[config.mk]
export PLATFORM = sky130hd
export DESIGN_NAME = tag_queue_mp
export DESIGN_NICKNAME = d
export VERILOG_FILES = /design/src/rtl/tomasulo_pkg.sv /design/src/rtl/tag_queue_mp.sv
export SDC_FILE = /design/constraint.sdc
export NUM_CORES = 1
export LEC_CHECK = 0
export CAP_MARGIN = 25
export CORE_UTILIZATION = 43
export CTS_BUF_LIST = sky130_fd_sc_hd__clkbuf_4
export DETAILED_ROUTE_END_ITERATION = 7
export PLACE_DENSITY = 0.65
export SETUP_SLACK_MARGIN = 0.3
export SLEW_MARGIN = 20
export SYNTH_ARGS = -nofsm -noshare
export SYNTH_HDL_FRONTEND = slang
export SYNTH_SLANG_ARGS = --single-unit
export TNS_END_PERCENT = 50
[constraint.sdc]
create_clock -name clk -period 6.6 [get_ports clk]
set_clock_uncertainty 0.1 [all_clocks]
set_input_delay 0.99 -clock clk [delete_from_list [all_inputs] [get_ports clk]]
set_output_delay 0.99 -clock clk [all_outputs]
set_load 0.01 [all_outputs]
[src/rtl/tomasulo_pkg.sv]
// Shared types and helpers for the Tomasulo dispatch/commit tag path.
package tomasulo_pkg;

  localparam int TAG_WIDTH_DEF = 4;

  typedef logic [TAG_WIDTH_DEF-1:0] tag_t;

  // Wrapped pointer advance: callers guarantee ptr < depth and k <= depth,
  // so a single compare-and-subtract replaces the modulo.
  function automatic int unsigned ptr_adv(input int unsigned ptr,
                                          input int unsigned k,
                                          input int unsigned depth);
    int unsigned s;
    s = ptr + k;
    if (s >= depth) s = s - depth;
    return s;
  endfunction

endpackage

[src/rtl/tag_queue_mp.sv]
// Multi-push, single-pop in-order tag queue for dispatch ordering.
// Single-cycle visibility; push groups accepted all-or-nothing against registered free space.
module tag_queue_mp
  import tomasulo_pkg::*;
#(
  parameter int DEPTH        = 8,
  parameter int TAG_WIDTH    = TAG_WIDTH_DEF,
  parameter int PUSH_PORTS   = 2,
  parameter int AFULL_THRESH = 6
) (
  input  logic                            clk,
  input  logic                            reset,
  input  logic                            flush,
  input  logic [PUSH_PORTS-1:0]           push_valid,
  input  logic [PUSH_PORTS*TAG_WIDTH-1:0] push_tag,
  output logic                            push_ready,
  input  logic                            pop,
  output logic                            front_valid,
  output logic [TAG_WIDTH-1:0]            front_tag,
  output logic [$clog2(DEPTH+1)-1:0]      count,
  output logic                            full,
  output logic                            empty,
  output logic                            almost_full,
  output logic                            err_overflow,
  output logic                            err_underflow,
  input  logic                            err_clear
);

  localparam int PTR_W = (DEPTH > 1) ? $clog2(DEPTH) : 1;
  localparam int CNT_W = $clog2(DEPTH + 1);

  logic [PTR_W-1:0]     r_head;
  logic [PTR_W-1:0]     r_tail;
  logic [CNT_W-1:0]     r_count;
  logic [TAG_WIDTH-1:0] r_mem [DEPTH];
  logic                 r_err_ovf;
  logic                 r_err_unf;

  logic [CNT_W-1:0]      w_n;
  logic [CNT_W-1:0]      w_free;
  logic [PUSH_PORTS-1:0] w_mask;
  logic                  w_contig;
  logic                  w_push_acc;
  logic                  w_pop_acc;
  logic                  w_ovf;
  logic                  w_unf;
  logic                  w_empty;
  logic [PTR_W-1:0]      w_wr_addr [PUSH_PORTS];
  logic [CNT_W-1:0]      w_count_next;

  always_comb begin
    w_n    = '0;
    w_mask = '0;
    for (int i = 0; i < PUSH_PORTS; i++) begin
      w_n = w_n + CNT_W'(push_valid[i]);
    end
    // A legal group is exactly the low n bits set; anything else has a hole.
    for (int i = 0; i < PUSH_PORTS; i++) begin
      w_mask[i] = (i < int'(w_n));
    end
    w_contig = (push_valid == w_mask);
    w_free   = CNT_W'(DEPTH) - r_count;
    w_empty  = (r_count == '0);

    w_push_acc = !flush && (w_n != '0) && w_contig && (w_n <= w_free);
    w_ovf      = !flush && (w_n != '0) && (!w_contig || (w_n > w_free));
    w_pop_acc  = !flush && pop && !w_empty;
    w_unf      = !flush && pop && w_empty;

    for (int i = 0; i < PUSH_PORTS; i++) begin
      w_wr_addr[i] = PTR_W'(ptr_adv(int'(r_tail), i, DEPTH));
    end

    w_count_next = r_count
                 + (w_push_acc ? w_n : '0)
                 - (w_pop_acc ? CNT_W'(1) : '0);
  end

  always_ff @(posedge clk or posedge reset) begin
    if (reset) begin
      r_head  <= '0;
      r_tail  <= '0;
      r_count <= '0;
    end else if (flush) begin
      r_head  <= '0;
      r_tail  <= '0;
      r_count <= '0;
    end else begin
      if (w_push_acc) r_tail <= PTR_W'(ptr_adv(int'(r_tail), int'(w_n), DEPTH));
      if (w_pop_acc)  r_head <= PTR_W'(ptr_adv(int'(r_head), 1, DEPTH));
      r_count <= w_count_next;
    end
  end

  // Flush cycles leave the sticky flags untouched; otherwise a new error beats err_clear.
  always_ff @(posedge clk or posedge reset) begin
    if (reset) begin
      r_err_ovf <= 1'b0;
      r_err_unf <= 1'b0;
    end else if (!flush) begin
      r_err_ovf <= w_ovf || (r_err_ovf && !err_clear);
      r_err_unf <= w_unf || (r_err_unf && !err_clear);
    end
  end

  always_ff @(posedge clk) begin
    for (int i = 0; i < PUSH_PORTS; i++) begin
      if (w_push_acc && push_valid[i]) begin
        r_mem[w_wr_addr[i]] <= push_tag[i*TAG_WIDTH +: TAG_WIDTH];
      end
    end
  end

  assign count         = r_count;
  assign empty         = w_empty;
  assign full          = (r_count == CNT_W'(DEPTH));
  assign almost_full   = (int'(r_count) >= AFULL_THRESH);
  assign push_ready    = (int'(w_free) >= PUSH_PORTS);
  assign front_valid   = !w_empty;
  assign front_tag     = w_empty ? '0 : r_mem[r_head];
  assign err_overflow  = r_err_ovf;
  assign err_underflow = r_err_unf;

endmodule
# Yosys cells after proc, flatten, opt, wreduce, memory -nomap -nowiden
# Memories as Yosys holds them, arrays and structs flattened.
# Cells that the tools add are included.
[op_classes]
add_sub_neg = 11
magnitude_cmp = 10
n_eq_ne = 2
muxes = 16
reduce_logical = 22
[ops]
columns = ["operator", "count"]
rows = [
  ["$mux 3", 8],
  ["$ge 4x4->1 const B", 3],
  ["$sub 3x1->3 const B", 4],
  ["$logic_and 1x1->1", 11],
  ["$add 3x1->4 const B", 2],
  ["$mux 4", 2],
  ["$mux 1", 5],
  ["$add 3x2->4", 1],
  ["$add 4x2->4", 1],
  ["$eq 4x4->1 const B", 1],
  ["$ge 3x4->1 const B", 1],
  ["$ge 4x2->1 const B", 1],
  ["$ge 4x3->1 const B", 1],
  ["$gt 2x4->1", 1],
  ["$le 2x4->1", 1],
  ["$logic_not 1->1", 4],
  ["$logic_not 4->1", 1],
  ["$lt 1x2->1 const A", 2],
  ["$reduce_bool 2->1", 2],
  ["$reduce_bool 4->1", 1],
  ["$sub 4x1->4", 1],
  ["$sub 4x4->4 const A", 1],
  ["$logic_or 1x1->1", 3],
  ["$add 1x1->2", 1],
  ["2 further kinds", 2],
]
[totals]
register_bits = 12
ram_bits = 32
in_bits = 15
out_inout_bits = 15
elab_cells = 67
n_memories = 1
[mem_list]
columns = ["name", "depth", "width", "rd", "rd_ports_with_merged_regs", "wr", "line", "rtl"]
rows = [
  ["r_mem", 8, 4, 1, 0, 2, "tag_queue_mp.sv:35", "logic [TAG_WIDTH-1:0] r_mem [DEPTH];"],
]

# Logic depth before layout (Yosys ltp)
# Gate-level depths: netlist (run 1).
[logic_depth]
ltp_word = 9
ltp_mapped = 16
depth_no_buf = 15

# Least setup slack after synthesis (run 1)
# OpenSTA, ideal clock, no wires.
[synth_path]
path_kind = "input to register"
start = "in push_valid[0]"
end = "reg r_count[2] (netlist: count[2])"
setup_time_ns = 0.132
arrival_ns = 3.669
t_required_ns = 6.368
path_slack_ns = 2.699
path_stages = 13
n_path_buf = 1
cell_sequence = "ha_1 ha_1 nor2b_1 o21ai_0 buf_4 o21bai_2 or2_2 ha_1 inv_1 ha_1 fa_1 xnor2_1 nor2_1"
[synth_via]
elab_chain_cells = 9
elab_cells_between_ends = 13
classes_between = "add/sub (3); order compare (3); eq/ne (1); mux (2); reduce/logical (4)"
[synth_lines]
columns = ["item", "line", "rtl"]
rows = [
  ["start, declared", "tag_queue_mp.sv:14", "input logic [PUSH_PORTS-1:0] push_valid,"],
  ["$add 1x1->2", "tag_queue_mp.sv:55", "w_n = w_n + CNT_W'(push_valid[i]);"],
  ["$lt 1x2->1 or $reduce_bool 4->1 (tied branches)", "tag_queue_mp.sv:59, tag_queue_mp.sv:65", ""],
  ["$eq 2x2->1 or $logic_and 1x1->1 (tied branches)", "tag_queue_mp.sv:61, tag_queue_mp.sv:65", ""],
  ["$logic_and 1x1->1 (2 in a row)", "tag_queue_mp.sv:65", "w_push_acc = !flush && (w_n != '0) && w_contig && (w_n <= w_free);"],
  ["$mux 2 *", "tag_queue_mp.sv:75", "+ (w_push_acc ? w_n : '0)"],
  ["$add 4x2->4 *", "tag_queue_mp.sv:75", ""],
  ["$sub 4x1->4 *", "tag_queue_mp.sv:76", "- (w_pop_acc ? CNT_W'(1) : '0);"],
  ["$mux 4 *", "tag_queue_mp.sv:84", "end else if (flush) begin"],
  ["end signal, assigned", "tag_queue_mp.sv:91", "r_count <= w_count_next;"],
  ["end, declared", "tag_queue_mp.sv:34", "logic [CNT_W-1:0] r_count;"],
]
# Mark *: on every way between the ends. The rest lies on a longest branch, timed or not.
# A chain may end at the register's enable or synchronous reset.

# Worst setup path after layout (run 1)
[layout_path]
start = "in push_valid[1]"
end = "reg r_count[2] (netlist: count[2])"
# Same word-level chain as after synthesis.

==> impl_metrics.toml, run 1 <==
[status]
run_status = "completed"

[global_routing]
grt_use_met2_pct = 27.9
grt_max_degree = 22
grt_use_met3_pct = 3.08
antenna_found_initial = 0
grt_pass1_vias = 1812
gr-usage-all-layers_pct = 17.4
grt-ovfl-total = 0
use_met1_pct = 24.6
grt_busiest_layer = "met2"
grt_pass1_wl_mm = 9.50

[yosys]
synth.largest_area_cell = "edfxtp_1"
synthFlopType = "edfxtp_1"
synthCells = 230
yosysUniqueCellTypes = 42
ys_seq_elements = 44
syn_area_per_cell_sq_um = 12.4
yosys_warnings = 0
synth_edf_count = 32
ys_seq_area_share_pct = 44.4
synthTopCellsByArea = "edfxtp_1 (34%), mux2_2 (13%), dfrtp_1 (11%)"
synth_area_sq_um = 2840
async_flop_share_pct = 27.3
yosysTopAreaCellShare_pct = 33.8
synth_fp_nets = 266

[worst_setup_path]
reg2reg_setup_slack_ps = 2940
path_delay_family = "adder cells"
cp_max_fo = 14
cp-end-kind = "register"
cp_slowest_cell = "clkdlybuf4s50_1"
max_stage_delay_ps = 630
cp_common_cell = "ha_1"
crit_chain = "clkdlybuf4s50_1 -> inv_1 -> ha_1 -> inv_1 -> ha_1 -> nand2_1 -> o21ai_1 -> buf_4 -> o21bai_2 -> or2_2 -> ha_1 -> inv_1 -> ha_1 -> fa_1 -> xnor2_1 -> nor2_1"
required_ps = 6730
critPathBufInv = 5
timing.rr.start = "count[0]"
cp.arrival_ps = 4390
cp.depth = 16
r2r-end = "count[2]"
critPathKind = "in -> reg"
ff2ff_path_depth = 12
critPathLaunchType = "input pin"

[clock_network]
ctsHoldBuffers = 0
cts_setup_buffers = 0
numClockSinks = 44
clkTransAtPathRegs_ps = 130
clkLatencyLatePin_ps = 370
tritoncts = "yes"
numCtsBuffers = 5
cts_resized = 0
htreeDepth = 2
clock_path_buffers = 2
clockRootBuffer = "clkbuf_4"

[worst_hold_path]
hold_depth = 1
hold_class = "reg -> reg"
hold_end = "err_underflow"
hold_start = "err_underflow"

[place]
numPortBuffers = 29
dp_slack_ps = 2010
dp_hpwl_mm = 4.32
gp_congestion = 0.811

[timing]
slew_headroom_pct = 36.0
min_period_ps = 4260
finalSetupViolCount = 0
max_slew.worst_pin.slew_ps = 961
min_period_over_period_pct = 64.6
hold_viol = 0
finalMaxSlewViolations = 0
fmax_ghz = 0.235
fin_setup_tns_ps = 0
worst_slack_ps = 2340
rsz0062_at_grt = "no"

[floorplanning]
die_h_um = 83.3
die_x_um = 83.3
initial_core_util_pct = 44.7
boundaryPins = 30
rows = 29
design.core.area_sq_um = 6350
die_area_sq_um = 6940

[flow_run]
maxCapViolCount = 0

[drt]
via_count = 1888
drtPass1Iterations = 4
ant_nets = 0
drtIter0Drc = 113
vias_per_cell = 5.64
drt_wl_total_mm = 5.62
drc = 0
routedWlPerCell_um = 16.8

[power_and_ir_drop]
vdd_drop_max_uv = 317
power_density_nw_per_um2 = 354
power_leakage_nw = 1.21

[cells_and_area]
drive_gt1_share_pct = 21.7
syn_to_final_growth_pct = 15.1
nets = 293
diodes = 0
area by class of cell:
| cell class | instances | area [sq um] |
|---|---|---|
| multi-input cells | 160 | 1470 |
| clock buffers | 5 | 37.5 |
| well taps | 77 | 96.3 |
| inverters | 16 | 60.1 |
| repair buffers | 30 | 298 |
| clock inverters | 3 | 46.3 |
| flip-flops and latches | 44 | 1260 |
| fillers | 568 | 3080 |
stage by stage:
step	utilization (%)	total power, mW	instance area, sq um	cells	hold slack, ps
2_1_floorplan	-	0.796	2840	230	432
3_3_place_gp	50.2	0.978	3190	327	376
3_5_place_dp	50.2	0.987	3190	327	382
4_1_cts	51.5	1.16	3270	335	411
5_1_grt	51.5	1.24	3270	335	438
6_report	51.5	1.16	3270	335	406
state kept, by name (all words and copies together) (netlist names):
| signal | count |
|---|---|
| count | 4 |
| err_overflow | 1 |
| r_head | 3 |
| err_underflow | 1 |
| r_tail | 3 |
| r_mem | 32 |
kinds of logic (layout without fill, tap and decap cells):
family	Yosys count	count (layout)	share of synthesized area, %
and+or+nand+nor	53	53	8.72
muxes	46	46	21.2
DFF	44	44	44.4
AOI/OAI and AO/OA	33	33	10.2
buffers and inverters	26	54	3.88
adders and majority gates	21	21	9.51
xor gates and xnor gates	7	7	2.16
cells in the mapped netlist (3+ instances only):
master / instances
mux2_2: 33
edfxtp_1: 32
nor2_1: 22
ha_1: 20
inv_1: 16
dfrtp_1: 12
nand2_1: 10
mux4_2: 8
a21oi_1: 7
clkbuf_1: 7
o2111ai_1: 6
mux2i_1: 5
nand3_1: 5
nor2b_1: 4
o21ai_0: 4
xor2_1: 4
o211ai_4: 3
xnor2_1: 3
layout by cell type, fill, tap and decap left out, drive strengths merged, types with 2 or more instances in the layout:
master	netlist	final
a21oi	7	7
a32oi	2	2
clkbuf	7	5
clkdlybuf4s50	0	29
dfrtp	12	12
edfxtp	32	32
ha	20	20
inv	16	17
mux2	33	33
mux2i	5	5
mux4	8	8
nand2	10	10
nand3	5	5
nand3b	2	2
nor2	22	22
nor2b	4	4
nor3	2	2
nor3b	2	2
o2111ai	6	6
o211ai	4	4
o21ai	4	4
o21bai	2	2
or3	2	2
xnor2	3	3
xor2	4	4
per-layer routing:
| metal | up-vias | wire [um] |
|---|---|---|
| met5 | - | 0 |
| met4 | 0 | 29 |
| met3 | 2 | 183 |
| met2 | 39 | 2710 |
| met1 | 928 | 2700 |
| li1 | 919 | - |
power by group:
group,internal (mW),switching [mW]
clock,0.0811,0.0960
sequential,0.338,0.0587
combinational,0.279,0.305
how the worst max path moves through the flow:
| stage | start | endpoint | slack (ps) |
|---|---|---|---|
| floorplan | push_valid[0] | count[2] | 2700 |
| global placement | push_valid[1] | count[2] | 2080 |
| detailed placement | push_valid[1] | count[2] | 2010 |
| CTS | push_valid[1] | count[2] | 2390 |
| global route | push_valid[1] | count[2] | 2150 |
| finish | push_valid[1] | count[2] | 2340 |
Power figures use the tool's default switching activity.
==> inputs of run 2 (changes only) <==
--- a/config.mk
+++ b/config.mk
@@ -9,7 +9,7 @@
 export CORE_UTILIZATION = 43
 export CTS_BUF_LIST = sky130_fd_sc_hd__clkbuf_4
 export DETAILED_ROUTE_END_ITERATION = 7
-export PLACE_DENSITY = 0.65
+export PLACE_DENSITY = 0.68
 export SETUP_SLACK_MARGIN = 0.3
 export SLEW_MARGIN = 20
 export SYNTH_ARGS = -nofsm -noshare
==> constraint.sdc (replaced) <==
create_clock -name clk -period 3.5 [get_ports clk]
set_clock_uncertainty 0.1 [all_clocks]
set_input_delay 0.525 -clock clk [delete_from_list [all_inputs] [get_ports clk]]
set_output_delay 0.525 -clock clk [all_outputs]
set_load 0.01 [all_outputs]
==> impl_metrics.toml, run 2 (same netlist as run 1, synthesis figures left out) <==
[timing]
min_period_ps = 3030
hold_viol = 0
finalMaxSlewViolations = 0
max_slew.worst_pin.slew_ps = 611
finalSetupViolCount = 0
rsz0062_at_grt = "no"
worst_slack_ps = 470
fin_setup_tns_ps = 0
slew_headroom_pct = 59.0
min_period_over_period_pct = 86.6
fmax_ghz = 0.330

[place]
gp_congestion = 0.826
numPortBuffers = 29
dp_slack_ps = -32.7
dp_hpwl_mm = 4.35
place_area_sq_um = 3300

[cells_and_area]
diodes = 0
drive_gt1_share_pct = 27.9
final_common_cell = "mux2_2"
syn_to_final_growth_pct = 19.9
n_fill_cell = 562
final_area_sq_um = 3410
nets = 304
largest_reg_flops = 32
final_cell_mix = "mux2_2 (33), edfxtp_1 (32), clkdlybuf4s50_1 (27), nor2_1 (22), ha_1 (18)"

[floorplanning]
design.core.area_sq_um = 6350
die_area_sq_um = 6940
die_x_um = 83.3
rows = 29
die_h_um = 83.3
boundaryPins = 30
initial_core_util_pct = 44.7

[global_routing]
grt_pass1_vias = 1874
gr-usage-all-layers_pct = 17.9
grt-ovfl-total = 0
antenna_found_initial = 0
grt_max_degree = 21
grt_pass1_wl_mm = 9.73

[worst_setup_path]
r2r-end = "count[1]"
crit_start = "count[1]"
required_ps = 3710
critPathKind = "reg -> reg"
cp.arrival_ps = 3240
ff2ff_path_depth = 13
endpoint = "count[1]"
critPathLaunchType = "register"
timing.rr.start = "count[1]"
reg2reg_setup_slack_ps = 470
cp-end-kind = "register"
cp_max_fo = 6

[drt]
drc = 0
drt_wl_total_mm = 5.75
drtIter0Drc = 98
vias_per_cell = 5.45
via_count = 1887
drtPass1Iterations = 4
ant_nets = 0
routedWlPerCell_um = 16.6

[power_and_ir_drop]
vdd_drop_max_uv = 439
power_density_nw_per_um2 = 678
power_leakage_nw = 1.30

[clock_network]
htreeDepth = 2
tritoncts = "yes"
clockRootBuffer = "clkbuf_4"
ctsHoldBuffers = 0
clkLatencyLatePin_ps = 370
numCtsBuffers = 5
numClockSinks = 44
clkTransAtPathRegs_ps = 150
clock_path_buffers = 2

[flow_run]
maxCapViolCount = 0

[status]
run_status = "completed"

[worst_hold_path]
hold_class = "in -> async"
==> run 2: cell types whose count changed in the layout (fill, tap and decap cells not counted), sizes merged <==
cell / change
clkdlybuf4s50: -2
dlymetal6s2s: +2
buf: +11
==> run 2: worst min path at each step <==
stage | cells past startpoint | slack [ps] | startpoint | end
3_5_place_dp | 1 | 400 | err_overflow | err_overflow
4_1_cts | 2 | 390 | reset | r_head[0]
2_1_floorplan | 1 | 290 | reset | count[1]
6_report | 2 | 370 | reset | r_head[0]
5_1_grt | 2 | 400 | reset | r_head[0]
3_3_place_gp | 1 | 380 | err_underflow | err_underflow
==> run 2: metal layers <==
metal	vias to the layer above	GRT usage, %	wire, um
li1	934	-	-
met1	909	25.2	2770
met2	39	28.9	2740
met3	5	2.68	200
met4	0	4.70	38
met5	-	0	0
==> run 2: final cells by class <==
cell class / instances / area [sq um] / share of cell area, %
multi-input cells: 160 / 1520 / 44.6
flip-flops and latches: 44 / 1260 / 37.1
repair buffers: 41 / 385 / 11.3
well taps: 77 / 96.3 / 2.83
inverters: 16 / 60.1 / 1.76
clock inverters: 3 / 46.3 / 1.36
clock buffers: 5 / 37.5 / 1.10
==> run 2: power by group <==
group	leakage (nW)	internal (mW)	total [mW]	switching [mW]
registers	0.447	0.638	0.732	0.0941
logic	0.807	0.604	1.24	0.634
clock network	0.0418	0.153	0.339	0.186
==> run 2: per-stage QoR <==
| stage | std cells | total power, mW | hold slack [ps] | util (%) |
|---|---|---|---|---|
| finish | 346 | 2.31 | 373 | 53.6 |
| global route | 346 | 2.48 | 403 | 53.6 |
| CTS | 346 | 2.30 | 390 | 53.3 |
| detailed placement | 338 | 1.96 | 402 | 52.0 |
| global placement | 338 | 1.94 | 379 | 52.0 |
| floorplan | 230 | 1.57 | 290 | - |
==> run 2: timing repair <==
action                                  CTS  global route
endpoints found under the setup margin    0             3
buffers inserted                          0             0
gates resized for setup                   0             5
==> run 2: critical path, stage by stage, from the launching register on <==
cell and delay [ps]:
dfrtp_1 450, inv_1 90, ha_1 300, inv_1 50
ha_1 280, nor2b_4 140, o21ai_4 170, o21bai_4 90
or2_4 220, ha_1 270, inv_1 40, ha_2 170
fa_2 510, nor2b_1 110
==> inputs of run 3 (changes only) <==
--- a/config.mk
+++ b/config.mk
@@ -6,13 +6,12 @@
 export NUM_CORES = 1
 export LEC_CHECK = 0
 export CAP_MARGIN = 25
-export CORE_UTILIZATION = 43
+export CORE_UTILIZATION = 53
 export CTS_BUF_LIST = sky130_fd_sc_hd__clkbuf_4
 export DETAILED_ROUTE_END_ITERATION = 7
-export PLACE_DENSITY = 0.68
+export PLACE_DENSITY = 0.8
 export SETUP_SLACK_MARGIN = 0.3
 export SLEW_MARGIN = 20
 export SYNTH_ARGS = -nofsm -noshare
 export SYNTH_HDL_FRONTEND = slang
 export SYNTH_SLANG_ARGS = --single-unit
-export TNS_END_PERCENT = 50
==> impl_metrics.toml, run 3 (same netlist as run 1, synthesis figures left out) <==
[floorplanning]
initial_core_util_pct = 55.3
boundaryPins = 30
design.core.area_sq_um = 5140
die_h_um = 75.2
rows = 26
die_area_sq_um = 5660
die_x_um = 75.2

[worst_setup_path]
max_stage_delay_ps = 530
ff2ff_path_depth = 13
cp_common_cell = "or3_1"
critPathKind = "reg -> out"
cp.arrival_ps = 2440
crit_chain = "or3_1 -> a41oi_2 -> or3_1 -> clkdlybuf4s50_1"
crit_start = "count[1]"
cp-end-kind = "primary output"
cp_slowest_cell = "clkdlybuf4s50_1"
critPathLaunchType = "register"
timing.rr.start = "count[1]"
required_ps = 2870
cp_max_fo = 8
r2r-end = "count[1]"
reg2reg_setup_slack_ps = 440

[cells_and_area]
n_fill_cell = 426
largest_reg_flops = 32
final_cell_mix = "mux2_2 (33), edfxtp_1 (32), clkdlybuf4s50_1 (27), nor2_1 (22), ha_1 (18)"
multi_input_area_sq_um = 1520
nets = 305
diodes = 0
fin_util_pct = 66.3
regArea_sq_um = 1260
drive_gt1_share_pct = 28.5
final_common_cell = "mux2_2"
fin_cells = 340
syn_to_final_growth_pct = 19.9

[drt]
vias_per_cell = 5.61
drc = 0
ant_nets = 0
via_count = 1907
drtIter0Drc = 101
routedWlPerCell_um = 16.8
drtPass1Iterations = 4
drt_wl_total_mm = 5.73

[timing]
slew_headroom_pct = 56.8
fmax_ghz = 0.326
finalMaxSlewViolations = 0
worst_slack_ps = 432
min_period_over_period_pct = 87.7
max_slew.worst_pin.slew_ps = 642
min_period_ps = 3070
finalSetupViolCount = 0
hold_viol = 0
rsz0062_at_grt = "no"

[clock_network]
htreeDepth = 2
numClockSinks = 44
numCtsBuffers = 5
tritoncts = "yes"
ctsHoldBuffers = 0
clkTransAtPathRegs_ps = 140
clockRootBuffer = "clkbuf_4"
clock_path_buffers = 2
clkLatencyLatePin_ps = 360

[global_routing]
gr-usage-all-layers_pct = 22.1
grt_use_met3_pct = 3.75
grt_pass1_vias = 1831
grt_use_met2_pct = 36.2
grt_pass1_wl_mm = 9.10
grt_max_degree = 21
antenna_found_initial = 0
grt-ovfl-total = 0
use_met1_pct = 31.0
grt_busiest_layer = "met2"

[power_and_ir_drop]
power_mw = 2.32
power_density_nw_per_um2 = 680
vdd_drop_max_uv = 347
power_leakage_nw = 1.30

[status]
run_status = "completed"

[place]
numPortBuffers = 29
gp_congestion = 0.882
placedCellCount = 330
dp_hpwl_mm = 4.26
dp_slack_ps = -31.5

[flow_run]
maxCapViolCount = 0

[worst_hold_path]
hold_class = "in -> async"
## run 3: what timing repair did
action                     in CTS  in global routing
resized for setup               0                  6
setup endpoints to repair       0                  4
setup buffers                   0                  2
## run 3: how the worst max path moves through the flow
stage                       endpoint  slack [ps]
final                     push_ready         430
after global routing        count[1]         290
after global placement      count[1]          30
after CTS                   count[1]         360
after floorplan             count[1]         320
after detailed placement    count[1]         -30
## run 3: metal layers
layer  wire length [um]  vias up
li1                   -      937
met1               2690      918
met2               2770       45
met3                215        7
met4                 57        0
met5                  0        -
## run 3: power breakdown
| part | internal, mW | switching [mW] |
|---|---|---|
| clock | 0.153 | 0.184 |
| combinational | 0.606 | 0.648 |
| sequential | 0.638 | 0.0908 |
## run 3: layout make-up
type                       instances  share of cell area [%]
clock buffer                       5                    1.10
inverter                          16                    1.76
tap                               70                    2.57
clock inverter                     3                    1.36
sequential                        44                    37.1
multi-input combinational        160                    44.6
timing repair buffer              42                    11.5
## run 3: critical path: cells and delay by family (launching register included)
family                 cells  cell delay, ps
AND/OR/NAND/NOR            2             610
buffers and inverters      1             530
AO/OA/AOI/OAI              1             490
flip-flops                 1             460
## run 3: metrics by stage
stage                     setup TNS [ps]  area [sq um]  hold slack (ps)
final                                  0          3410              364
after global routing                   0          3410              418
after CTS                              0          3370              371
after detailed placement           -34.6          3290              389
after global placement                 0          3290              374
after floorplan                        0          2880              290
